==> config.mk <==
export PLATFORM = sky130hd
export DESIGN_NAME = serv_ibus_bridge
export DESIGN_NICKNAME = d
export VERILOG_FILES = /design/src/rtl/serv_ibus_bridge.sv
export SDC_FILE = /design/constraint.sdc
export NUM_CORES = 1
export LEC_CHECK = 0
export ABC_AREA = 1
export CAP_MARGIN = 0
export CELL_PAD_IN_SITES_DETAIL_PLACEMENT = 0
export CELL_PAD_IN_SITES_GLOBAL_PLACEMENT = 1
export CORE_ASPECT_RATIO = 0.9
export CORE_UTILIZATION = 49
export CTS_CLUSTER_SIZE = 20
export DETAILED_ROUTE_END_ITERATION = 16
export DONT_BUFFER_PORTS = 1
export PLACE_DENSITY = 0.86
export SLEW_MARGIN = 15
export SYNTH_ARGS = -nofsm -noshare
export SYNTH_HDL_FRONTEND = slang
export SYNTH_SLANG_ARGS = --single-unit
==> constraint.sdc <==
create_clock -name clk -period 5.5 [get_ports clk]
set_input_delay 1.375 -clock clk [delete_from_list [all_inputs] [get_ports clk]]
set_output_delay 1.375 -clock clk [all_outputs]
set_load 0.05 [all_outputs]
==> src/rtl/serv_ibus_bridge.sv <==
`default_nettype none
// ============================================================================
// serv_ibus_bridge
// Lets a Wishbone host answer SERV instruction fetches through a 4-register
// window; a programmable wait limit returns a NOP when the host is too slow.
// Rev 1.0
// ============================================================================
module serv_ibus_bridge #(
  parameter logic [31:0] BASE_ADR  = 32'h3000_0000,
  parameter logic [31:0] NOP_INSTR = 32'h0000_0013
) (
  input  logic        clk,
  input  logic        i_rst_n,
  input  logic        wbs_cyc_i,
  input  logic        wbs_stb_i,
  input  logic        wbs_we_i,
  input  logic [3:0]  wbs_sel_i,
  input  logic [31:0] wbs_adr_i,
  input  logic [31:0] wbs_dat_i,
  output logic        wbs_ack_o,
  output logic [31:0] wbs_dat_o,
  input  logic [31:0] i_ibus_adr,
  input  logic        i_ibus_cyc,
  output logic [31:0] o_ibus_rdt,
  output logic        o_ibus_ack,
  output logic        o_irq,
  output logic        o_timeout
);

  localparam logic [1:0] S_IDLE = 2'd0;
  localparam logic [1:0] S_WAIT = 2'd1;
  localparam logic [1:0] S_RESP = 2'd2;

  localparam logic [1:0] OFF_STATUS = 2'd0;
  localparam logic [1:0] OFF_ADDR   = 2'd1;
  localparam logic [1:0] OFF_INSTR  = 2'd2;
  localparam logic [1:0] OFF_CTRL   = 2'd3;

  logic [1:0]  state_q, state_d;
  logic        ack_q, ack_d;
  logic [31:0] dat_q, dat_d;
  logic [31:0] addr_q, addr_d;
  logic [15:0] cnt_q, cnt_d;
  logic [31:0] rdt_q, rdt_d;
  logic        ibus_ack_q, ibus_ack_d;
  logic        timeout_q, timeout_d;
  logic        enable_q, enable_d;
  logic [15:0] limit_q, limit_d;

  logic        w_hit, w_req, w_wr, w_rd;
  logic [1:0]  w_off;
  logic        w_instr_wr, w_ctrl_wr;
  logic        w_abort, w_expire, w_capture;
  logic [31:0] w_rdata;
  logic        w_cap_fire, w_host_fire, w_to_fire;
  logic        w_unused_adr;

  assign w_unused_adr = ^wbs_adr_i[1:0];

  // The ack gate keeps back-to-back strobes from being acked on adjacent cycles.
  assign w_hit      = (wbs_adr_i[31:4] == BASE_ADR[31:4]);
  assign w_req      = wbs_cyc_i & wbs_stb_i & w_hit & ~ack_q;
  assign w_wr       = w_req & wbs_we_i;
  assign w_rd       = w_req & ~wbs_we_i;
  assign w_off      = wbs_adr_i[3:2];
  assign w_instr_wr = w_wr & (w_off == OFF_INSTR) & (wbs_sel_i == 4'hF);
  assign w_ctrl_wr  = w_wr & (w_off == OFF_CTRL);

  assign w_abort    = ~i_ibus_cyc | ~enable_q;
  assign w_expire   = (limit_q != 16'h0000) & (cnt_q == limit_q);
  // SERV still holds cyc while it sees the ack; don't mistake that for a new fetch.
  assign w_capture  = enable_q & i_ibus_cyc & ~ibus_ack_q;

  always_ff @(posedge clk or negedge i_rst_n) begin
    if (!i_rst_n) begin
      state_q <= S_IDLE;
    end else begin
      state_q <= state_d;
    end
  end

  always_comb begin
    state_d = state_q;
    case (state_q)
      S_IDLE: begin
        if (w_capture) state_d = S_WAIT;
      end
      S_WAIT: begin
        if (w_abort)         state_d = S_IDLE;
        else if (w_instr_wr) state_d = S_RESP;
        else if (w_expire)   state_d = S_RESP;
      end
      S_RESP:  state_d = S_IDLE;
      default: state_d = S_IDLE;
    endcase
  end

  always_comb begin
    o_irq       = (state_q == S_WAIT);
    w_cap_fire  = (state_q == S_IDLE) & w_capture;
    w_host_fire = (state_q == S_WAIT) & ~w_abort & w_instr_wr;
    w_to_fire   = (state_q == S_WAIT) & ~w_abort & ~w_instr_wr & w_expire;
  end

  always_comb begin
    w_rdata = 32'h0;
    case (w_off)
      OFF_STATUS: w_rdata = {30'h0, timeout_q, (state_q == S_WAIT)};
      OFF_ADDR:   w_rdata = addr_q;
      OFF_INSTR:  w_rdata = 32'h0;
      OFF_CTRL:   w_rdata = {limit_q, 15'h0, enable_q};
      default:    w_rdata = 32'h0;
    endcase
  end

  always_comb begin
    ack_d      = w_req;
    dat_d      = w_rd ? w_rdata : 32'h0;
    ibus_ack_d = (state_q == S_RESP);
    addr_d     = addr_q;
    cnt_d      = cnt_q;
    rdt_d      = rdt_q;
    enable_d   = enable_q;
    limit_d    = limit_q;
    timeout_d  = timeout_q;

    if (w_cap_fire) begin
      addr_d = i_ibus_adr;
      cnt_d  = 16'h0000;
    end else if ((state_q == S_WAIT) && (cnt_q != 16'hFFFF)) begin
      cnt_d = cnt_q + 16'd1;
    end

    if (w_host_fire)    rdt_d = wbs_dat_i;
    else if (w_to_fire) rdt_d = NOP_INSTR;

    if (w_ctrl_wr) begin
      if (wbs_sel_i[0]) enable_d      = wbs_dat_i[0];
      if (wbs_sel_i[2]) limit_d[7:0]  = wbs_dat_i[23:16];
      if (wbs_sel_i[3]) limit_d[15:8] = wbs_dat_i[31:24];
    end

    // A timeout firing in the same cycle as a clear request must stay visible.
    if (w_to_fire)                                   timeout_d = 1'b1;
    else if (w_ctrl_wr && wbs_sel_i[0] && wbs_dat_i[1]) timeout_d = 1'b0;
  end

  always_ff @(posedge clk or negedge i_rst_n) begin
    if (!i_rst_n) begin
      ack_q      <= 1'b0;
      dat_q      <= 32'h0;
      addr_q     <= 32'h0;
      cnt_q      <= 16'h0000;
      rdt_q      <= 32'h0;
      ibus_ack_q <= 1'b0;
      timeout_q  <= 1'b0;
      enable_q   <= 1'b0;
      limit_q    <= 16'h0000;
    end else begin
      ack_q      <= ack_d;
      dat_q      <= dat_d;
      addr_q     <= addr_d;
      cnt_q      <= cnt_d;
      rdt_q      <= rdt_d;
      ibus_ack_q <= ibus_ack_d;
      timeout_q  <= timeout_d;
      enable_q   <= enable_d;
      limit_q    <= limit_d;
    end
  end

  assign wbs_ack_o  = ack_q;
  assign wbs_dat_o  = dat_q;
  assign o_ibus_rdt = rdt_q;
  assign o_ibus_ack = ibus_ack_q;
  assign o_timeout  = timeout_q;

endmodule
`default_nettype wire

Word-level counts from Yosys, hierarchy flattened
Cells that the tools add are included.
{ "word_totals": {"output_inout_bits": 68, "word_cells": 73, "input_bits": 106, "register_bits": 134} }
{ "classes": {"bitwise_logic": 24, "n_eq_ne": 11, "n_mux": 13, "reduce_logical": 13, "add_sub_neg": 1} }
{ "ops": {"columns": ["operator", "n"], "rows": [
  ["case mux 32 bit (4 select lines)", 1],
  ["two-way mux 32 bit", 3],
  ["two-way mux 16 bit", 2],
  ["== test 28 x 26 -> 1 bit, second input constant", 1],
  ["adder 16 x 1 -> 16 bit, second input constant", 1],
  ["AND 1 bit", 16],
  ["== test 16 bit", 1],
  ["!= test 16 bit, second input constant", 1],
  ["nonzero test 16 bit", 1],
  ["two-way mux 2 bit", 4],
  ["AND reduction 2 bit", 4],
  ["NOT 1 bit", 7],
  ["== test 2 bit, second input constant", 3],
  ["nonzero test 2 bit", 3],
  ["== test 2 x 1 -> 1 bit, second input constant", 2],
  ["== test 4 bit, second input constant", 1],
  ["logical NOT 2 bit", 2],
  ["!= test 4 x 1 -> 1 bit, second input constant", 1],
  ["case mux 2 bit (2 select lines)", 1],
  ["logical AND 1 bit", 3],
  ["two-way mux 1 bit", 2],
  ["!= test 2 bit, second input constant", 1],
  ["bitwise OR 1 bit", 1]
]} }

Logic depth before layout (Yosys ltp)
Gate-level depths: netlist of the first run.
{ "depth": {"depth_word": 11, "depth_mapped": 12} }

Worst setup path after synthesis of the first run
OpenSTA, ideal clock, no wires.
{ "synth_path": {"path_type": "input to register", "from": "input port wbs_adr_i[25]", "to": "register rdt_q[21], in the netlist o_ibus_rdt[21]", "t_arrival_ns": 2.534, "setup_time_ns": 0.120, "path_buffers": 2, "path_slack_ns": 2.846, "stages": 10, "path_cell_list": "nor2_1 nand2_1 nor2_1 nand2_1 nor3_4 nand3_1 buf_2 buf_2 nand3_1 nand2_1"} }
{ "synth_between": {"elab_chain_len": 10} }
{ "synth_lines": {"columns": ["element", "line_no", "source"], "rows": [
  ["start, declared", "18", "input logic [31:0] wbs_adr_i,"],
  ["== test 28 x 26 -> 1 bit *", "61", "assign w_hit = (wbs_adr_i[31:4] == BASE_ADR[31:4]);"],
  ["AND 1 bit * (2 in series)", "62", "assign w_req = wbs_cyc_i & wbs_stb_i & w_hit & ~ack_q;"],
  ["AND 1 bit *", "63", "assign w_wr = w_req & wbs_we_i;"],
  ["AND 1 bit * (2 in series)", "66", "assign w_instr_wr = w_wr & (w_off == OFF_INSTR) & (wbs_sel_i == 4'hF);"],
  ["NOT 1 bit", "102", "w_to_fire = (state_q == S_WAIT) & ~w_abort & ~w_instr_wr & w_expire;"],
  ["AND 1 bit (2 in series)", "102", null],
  ["nonzero test 2 bit (no source line)", null, null],
  ["end signal, assigned", "164", "rdt_q <= rdt_d;"],
  ["end, declared", "44", "logic [31:0] rdt_q, rdt_d;"]
]} }
Mark *: on every way between the ends. The rest lies on a longest branch, timed or not.
A chain may end at the register's enable or synchronous reset.

Worst setup path after layout of the first run
{ "layout_path": {"from": "input port wbs_adr_i[23]", "to": "register rdt_q[9], in the netlist o_ibus_rdt[9]"} }
Same word-level chain as after synthesis.

==> results of run 1 <==
## kinds of logic after synthesis
group | after synthesis
AO/OA/AOI/OAI | 55
buffers and inverters | 112
adder cells (fa/ha/maj) | 1
AND/OR/NAND/NOR | 538
XOR/XNOR | 6
flip-flops | 134
## per-layer routing
| layer | vias up | GRT usage (%) | wire length [um] |
|---|---|---|---|
| met2 | 191 | 40.0 | 7700 |
| met5 | - | 0 | 0 |
| li1 | 2658 | - | - |
| met3 | 12 | 7.77 | 1400 |
| met4 | 0 | 7.75 | 206 |
| met1 | 2529 | 33.6 | 7260 |
## final timing paths
path / slack (ns) / from / to
max: 2.06 / wbs_adr_i[23] / o_ibus_rdt[9]$_DFFE_PN0P_
min: 0.44 / state_q[0]$_DFFE_PN0P_ / o_ibus_ack$_DFF_PN0_
max reg2reg: 2.44 / wbs_ack_o$_DFF_PN0_ / o_ibus_rdt[9]$_DFFE_PN0P_
min reg2reg: 0.44 / state_q[0]$_DFFE_PN0P_ / o_ibus_ack$_DFF_PN0_
max in group asynchronous: 4.58 / i_rst_n / cnt_q[14]$_DFFE_PN0P_
min in group asynchronous: 0.66 / i_rst_n / wbs_dat_o[5]$_DFF_PN0_
## power breakdown
part	leakage, nW	switching (mW)	internal, mW
Combinational	1.43	0.0149	0.00676
Sequential	1.85	0.0000000110	0.986
Clock	0.272	0.421	0.691
## layout make-up
| class | count | area [um^2] |
|---|---|---|
| Timing Repair Buffer | 7 | 52.6 |
| Clock buffer | 21 | 460 |
| Clock inverter | 10 | 121 |
| Sequential cell | 134 | 3350 |
| Inverter | 76 | 285 |
| Fill cell | 1230 | 5590 |
| Multi-Input combinational cell | 600 | 2620 |
| Tap cell | 164 | 205 |
## per-stage QoR
| step | hold slack [ns] | worst slack, ns |
|---|---|---|
| 4_1_cts | 0.444 | 2.07 |
| 2_1_floorplan | 0.423 | 2.85 |
| 3_3_place_gp | 0.432 | 1.73 |
| 5_1_grt | 0.463 | 1.75 |
| 6_report | 0.443 | 2.06 |
| 3_5_place_dp | 0.435 | 1.61 |
## worst max-delay path, delay by kind of cell
kind          cells  cell delay, ns
simple gates      8            2.36
## Yosys cell counts (all sizes together)
| library cell | n | area share (%) |
|---|---|---|
| nor3 | 19 | 1.7 |
| nand4 | 39 | 3.8 |
| nand2 | 323 | 19 |
| ha | 1 | 0.20 |
| clkinv | 1 | 0.059 |
| buf | 6 | 0.47 |
| a31oi | 1 | 0.098 |
| o31ai | 2 | 0.24 |
| xor2 | 5 | 0.69 |
| dfrtp | 134 | 53 |
| nand3b | 2 | 0.24 |
| nor2 | 89 | 5.2 |
| nand3 | 65 | 5.1 |
| clkbuf | 30 | 1.8 |
| o21ai | 32 | 2.5 |
| and3 | 1 | 0.098 |
| inv | 75 | 4.4 |
| a21oi | 20 | 1.6 |
| xnor2 | 1 | 0.14 |
## state kept, by name, summed over array words and instances (netlist names)
| name | count |
|---|---|
| cnt_q | 16 |
| enable_q | 1 |
| state_q | 2 |
| addr_q | 32 |
| o_ibus_rdt | 32 |
| wbs_ack_o | 1 |
| wbs_dat_o | 32 |
| o_ibus_ack | 1 |
| limit_q | 16 |
| o_timeout | 1 |
==> metrics.md, run 1 <==
| Metric | Value |
|---|---|
| # hold bufs at CTS | 0 |
| Mux cell area share after synthesis | 0% |
| Total CTS buffers | 17 |
| Overall Power | 2.12 mW |
| VDD IR-drop max | 0.232 mV |
| Max Buffers Root-to-Sink | 2 |
| Max-slew headroom | ~28% |
| Total die area | 13500 um^2 |
| Final #Nets | 943 |
| Setup TNS | 0 ns |
| Post-CTS setup buffer count | 0 |
| Most common cell after layout, fill and taps aside | nand2_1 |
| CP max-delay cell | nand3_1 |
| Synth Net Count | around 950 |
| Unrepaired setup endpoints after global routing | false |
| Core Rows | 39 |
| Post-route ant nets | 0 |
| Post-Syn Instances | 846 |
| Slowest stage delay, CP | 0.95 ns |
| Syn-to-layout area delta | 11.3% |
| Crit path launch type | input port |
| H-tree depth | 4 |
| DP Area | about 6500 um^2 |
| Setup CP Type | input port to register |
| Highest Clock Rate | ~290 MHz |
| Largest family of logic cells by synthesized area | simple AND/OR/NAND/NOR gates |
| TritonRoute pass-1 iters | 5 |
| Simple-Gate Fraction of Synth Area | 35.3% |
| Final Util | 55.9% |
| Dpl cells | 981 |
| Vias | between 5000 and 6000 |
| WP data required | between 5 and 6 ns |
| First-pass GRT wire length | around 26000 um |
| Worst EP arrival | 3.74 ns |
| Starting Density | about half |
| Library cells used by synthesis | 21 |
| Tcrit/Tclk final | 62.6% |
| GPL Wtd Cong | roughly 0.87 |
| XOR/XNOR Fraction of Synth Area | less than 1% |
| Clock Skews | 0.0120 ns |
| HP Class | register to register |
| Worst path cell trace | nor2_1 -> nand2_1 -> nor2_1 -> nand2_1 -> nor3_4 -> nand3_1 -> nand3_1 -> nand2_1 |
| Vias in the first global route | around 5100 |
| DRT Wirelength | 16600 um |
| Remaining DRCs | 0 |
| Gr usage total | 25.4% |
| Worst reg2reg path depth | 8 |
| YS warnings | 0 |
| Port bufs | 0 |
| Maxcap violations | 0 |
| CTS tree | done |
| Post-route cell area | 7090 um^2 |
| Commonest non-fill, non-tap cells in the layout | nand2_1 (323), dfrtp_1 (134), nor2_1 (87) |
| Setup-failing EPs final | 0 |
| Mean Syn Cell Area | 7.54 um^2 |
| Synthesized flop and latch total | around 130 |
| Synth Area in Adders | less than 1% |
| Seq/Total Area, Yosys | 52.6% |
| GRT overflow | 0 |
| Via/cell ratio | 5.33 |
| PwrDens | 299 nW/um^2 |
| 1st-iter DRT viols | 365 |
| Final Hold Viols | 0 |
| Hold depth | 1 |
| Mapped cell area | 6380 um^2 |
| Tmin final | 3.44 ns |
| Ant. Diodes | 0 |
| Die Span Y | 110 um |
| Worst-path fanout max | 29 |
| Synth Area in Compound Gates | 4.42% |
| Core Box Area | 12700 um^2 |
| Worst slew pin tran | 1.08 ns |
| Die Width | around 120 um |
| CTS resizes | 0 |
| Status | finished, final reports clean |
| Detailed placement HPWL | roughly 12000 um |
| Initial antenna violation count | 0 |
| Clock Sinks | 134 |
| Slew Viols, Final | 0 |
| Largest net degree at the start of global routing | about 140 |
| Leakage | 3.56 nW |
| DR WL/cell | 16.4 um |
| Clock Root Buffer | clkbuf_16 |
| Finished Layout Cells | around 1000 |
| Fraction of layout cells with a size suffix above 1 | 4.95% |
| Top Ports | 174 |
| CP Capture Type | register |
| Clock Latency Late Sink | between 0.4 and 0.5 ns |
| Cell mode on critical path | nand2_1 |
| Clock transition at path regs | roughly 0.06 ns |
Note: power is estimated with default switching activity, not from simulation.
==> inputs of run 2 (changes only) <==
--- a/config.mk
+++ b/config.mk
@@ -10,11 +10,11 @@
 export CELL_PAD_IN_SITES_DETAIL_PLACEMENT = 0
 export CELL_PAD_IN_SITES_GLOBAL_PLACEMENT = 1
 export CORE_ASPECT_RATIO = 0.9
-export CORE_UTILIZATION = 49
+export CORE_UTILIZATION = 45
 export CTS_CLUSTER_SIZE = 20
 export DETAILED_ROUTE_END_ITERATION = 16
 export DONT_BUFFER_PORTS = 1
-export PLACE_DENSITY = 0.86
+export PLACE_DENSITY = 0.8
 export SLEW_MARGIN = 15
 export SYNTH_ARGS = -nofsm -noshare
 export SYNTH_HDL_FRONTEND = slang
==> constraint.sdc (replaced) <==
create_clock -name clk -period 3.5 [get_ports clk]
set_input_delay 0.875 -clock clk [delete_from_list [all_inputs] [get_ports clk]]
set_output_delay 0.875 -clock clk [all_outputs]
set_load 0.05 [all_outputs]
==> run 2 against run 1 <==
Effect of this change:
- clock skew rose by 0.0036 ns
- non-clock buffer count up 1
- hold slack lost 0.28 ns
- register-to-register slack worse by 1.6 ns
- power grew 58%
- sequential power increased by 57%
- flip-flop and latch count unchanged
- die area increased by 8.7%
- utilization down 3.3 points
- critical endpoint is now cnt_q[9]$_DFFE_PN0P_
- largest cell class unchanged
==> metrics.md, run 2 (same netlist as run 1, synthesis figures left out) <==
| Metric | Value |
|---|---|
| Status | finished, final reports clean |
| Starting Density | 47.0% (-3.2 points) |
| # hold bufs at CTS | 0 (unchanged) |
| Final #Nets | 944 (+0.11%) |
| Clock Skews | 0.0156 ns (+0.00360 ns) |
| CP Capture Type | register |
| FF-to-FF Start | cnt_q[0]$_DFFE_PN0P_ |
| Port bufs | 0 (unchanged) |
| Top Ports | 174 (unchanged) |
| Clock transition at path regs | 0.06 ns (about the same) |
| Slew Viols, Final | 0 (unchanged) |
| Final Hold Viols | 0 (unchanged) |
| Max Buffers Root-to-Sink | 2 (unchanged) |
| Setup-failing EPs final | 0 (unchanged) |
| Via/cell ratio | 5.26 (-1.2%) |
| Clock Root Buffer | clkbuf_16 |
| Overall Power | 3.35 mW (+58%) |
| Post-route ant nets | 0 (unchanged) |
| Worst EP arrival | 2.98 ns (-0.76 ns) |
| Setup TNS | 0 ns (unchanged) |
| Critical path origin | cnt_q[0]$_DFFE_PN0P_ |
| Unrepaired setup endpoints after global routing | false |
| TritonRoute pass-1 iters | 5 (unchanged) |
| Vias in the first global route | 5189 (+0.86%) |
| Final Util | 52.6% (-3.3 points) |
| First-pass GRT wire length | 26600 um (+3.8%) |
| Worst slew pin tran | 1.06 ns (-0.0116 ns) |
| Die Span Y | 115 um (+4.3%) |
| Area of the multi-input gates | 2610 um^2 (-0.19%) |
| Clock Latency Late Sink | 0.42 ns (about the same) |
| Die Width | 127 um (+4.3%) |
| Crit path launch type | register |
| Post-Place Worst Slack | 0.798 ns (-0.816 ns) |
| Total die area | 14700 um^2 (+8.7%) |
| Max-slew headroom | 28.6% (+0.54 points) |
| Clock Sinks | 134 (unchanged) |
| DR WL/cell | 16.2 um (-0.81%) |
| HP Class | input port to async pin |
| Reg area | 3350 um^2 (unchanged) |
| Initial antenna violation count | 0 (unchanged) |
| PwrDens | 470 nW/um^2 (+57%) |
| Leakage | 3.58 nW (+0.59%) |
| Gr usage total | 23.8% (-1.6 points) |
| PnR worst setup slack | 0.826 ns (-1.23 ns) |
| Tcrit/Tclk final | 76.4% |
| Tmin final | about 2.7 ns |
| Syn-to-layout area delta | 11.9% |
| Setup CP Type | register to register |
| Vias | 5450 (+1.1%) |
| CTS tree | done |
| Remaining DRCs | 0 (unchanged) |
| H-tree depth | 4 (unchanged) |
| Core Box Area | 13600 um^2 (+6.9%) |
| WP data required | 3.80 ns (-2.00 ns) |
| GRT overflow | 0 (unchanged) |
| Post-CTS setup buffer count | 0 (unchanged) |
| DRT Wirelength | 16800 um (+1.5%) |
| Fraction of layout cells with a size suffix above 1 | 4.96% (+0.0058 points) |
| Total CTS buffers | 17 (unchanged) |
| Maxcap violations | 0 (unchanged) |
| Most common cell after layout, fill and taps aside | nand2_1 |
| Worst-path fanout max | 14 (-52%) |
| VDD IR-drop max | 0.325 mV (+41%) |
| Core Rows | 40 (+2.6%) |
| Largest net degree at the start of global routing | 135 (unchanged) |
| 1st-iter DRT viols | 306 (-16%) |
| CTS resizes | 0 (unchanged) |
| Commonest non-fill, non-tap cells in the layout | nand2_1 (323), dfrtp_1 (134), nor2_1 (87) |
| Filler cells | 1306 (+6.2%) |
| Ant. Diodes | 0 (unchanged) |
| Detailed placement HPWL | 12100 um (+0.28%) |
| Highest Clock Rate | approximately 370 MHz |
| GPL Wtd Cong | 0.888 (+1.8%) |
==> run 2: cell count changes in the layout (fill, tap and decap cells not counted) <==
cell        previous run  this run
clkinvlp_4             4         1
nand3_2                2         1
clkbuf_1               2         0
nand3_1               63        64
clkinv_2               1         2
buf_4                  7         8
inv_6                  2         1
clkbuf_8               2         5
==> run 2: metal layers <==
layer  GRT usage, %  share of wire (%)  vias to the layer above  wire length, um
met5              0                  0                        -                0
met2           34.4                 43                      230             7300
met4           8.89                1.6                        0              271
met3           7.21                9.3                       22             1560
met1           33.6                 46                     2534             7680
li1               -                  -                     2664                -
==> run 2: cell type report <==
class                           instances  area share, %
Inverter                               76           4.00
Multi-Input combinational cell        600           36.6
Clock buffer                           22           6.93
Tap cell                              189           3.31
Sequential cell                       134           47.0
Timing Repair Buffer                    8          0.842
Clock inverter                          7           1.33
==> run 2: worst max-delay path: stages (launching register included) <==
cell     delay, ns
dfrtp_1       0.49
ha_1          0.30
nand3_1       0.14
nor3_1        0.29
nand3_1       0.22
nand2_1       0.41
nand2_1       0.38
inv_1         0.19
nand2_1       0.07
o31ai_1       0.06
==> run 2: final timing paths <==
| check | end | depth (start not counted) | slack [ns] |
|---|---|---|---|
| max | cnt_q[9]$_DFFE_PN0P_ | 9 | 0.83 |
| min | wbs_dat_o[27]$_DFF_PN0_ | 0 | 0.16 |
| max reg2reg | cnt_q[9]$_DFFE_PN0P_ | 9 | 0.83 |
| min reg2reg | o_ibus_ack$_DFF_PN0_ | 1 | 0.45 |
| max in group asynchronous | cnt_q[12]$_DFFE_PN0P_ | 0 | 3.08 |
| min in group clk | o_ibus_ack$_DFF_PN0_ | 1 | 0.45 |
==> run 2: stage by stage <==
stage	std cells	hold WS, ns	cell area, um^2
3_3_place_gp	1007	0.434	6550
3_5_place_dp	1007	0.443	6550
4_1_cts	1036	0.137	7140
6_report	1036	0.163	7140
2_1_floorplan	846	0.423	6380
5_1_grt	1036	0.135	7140
==> run 2: power breakdown <==
| part | internal (mW) | switching (mW) |
|---|---|---|
| Clock | 1.13 | 0.637 |
| Sequential | 1.55 | 0.0000000174 |
| Combinational | 0.0106 | 0.0221 |
| Total | 2.69 | 0.659 |
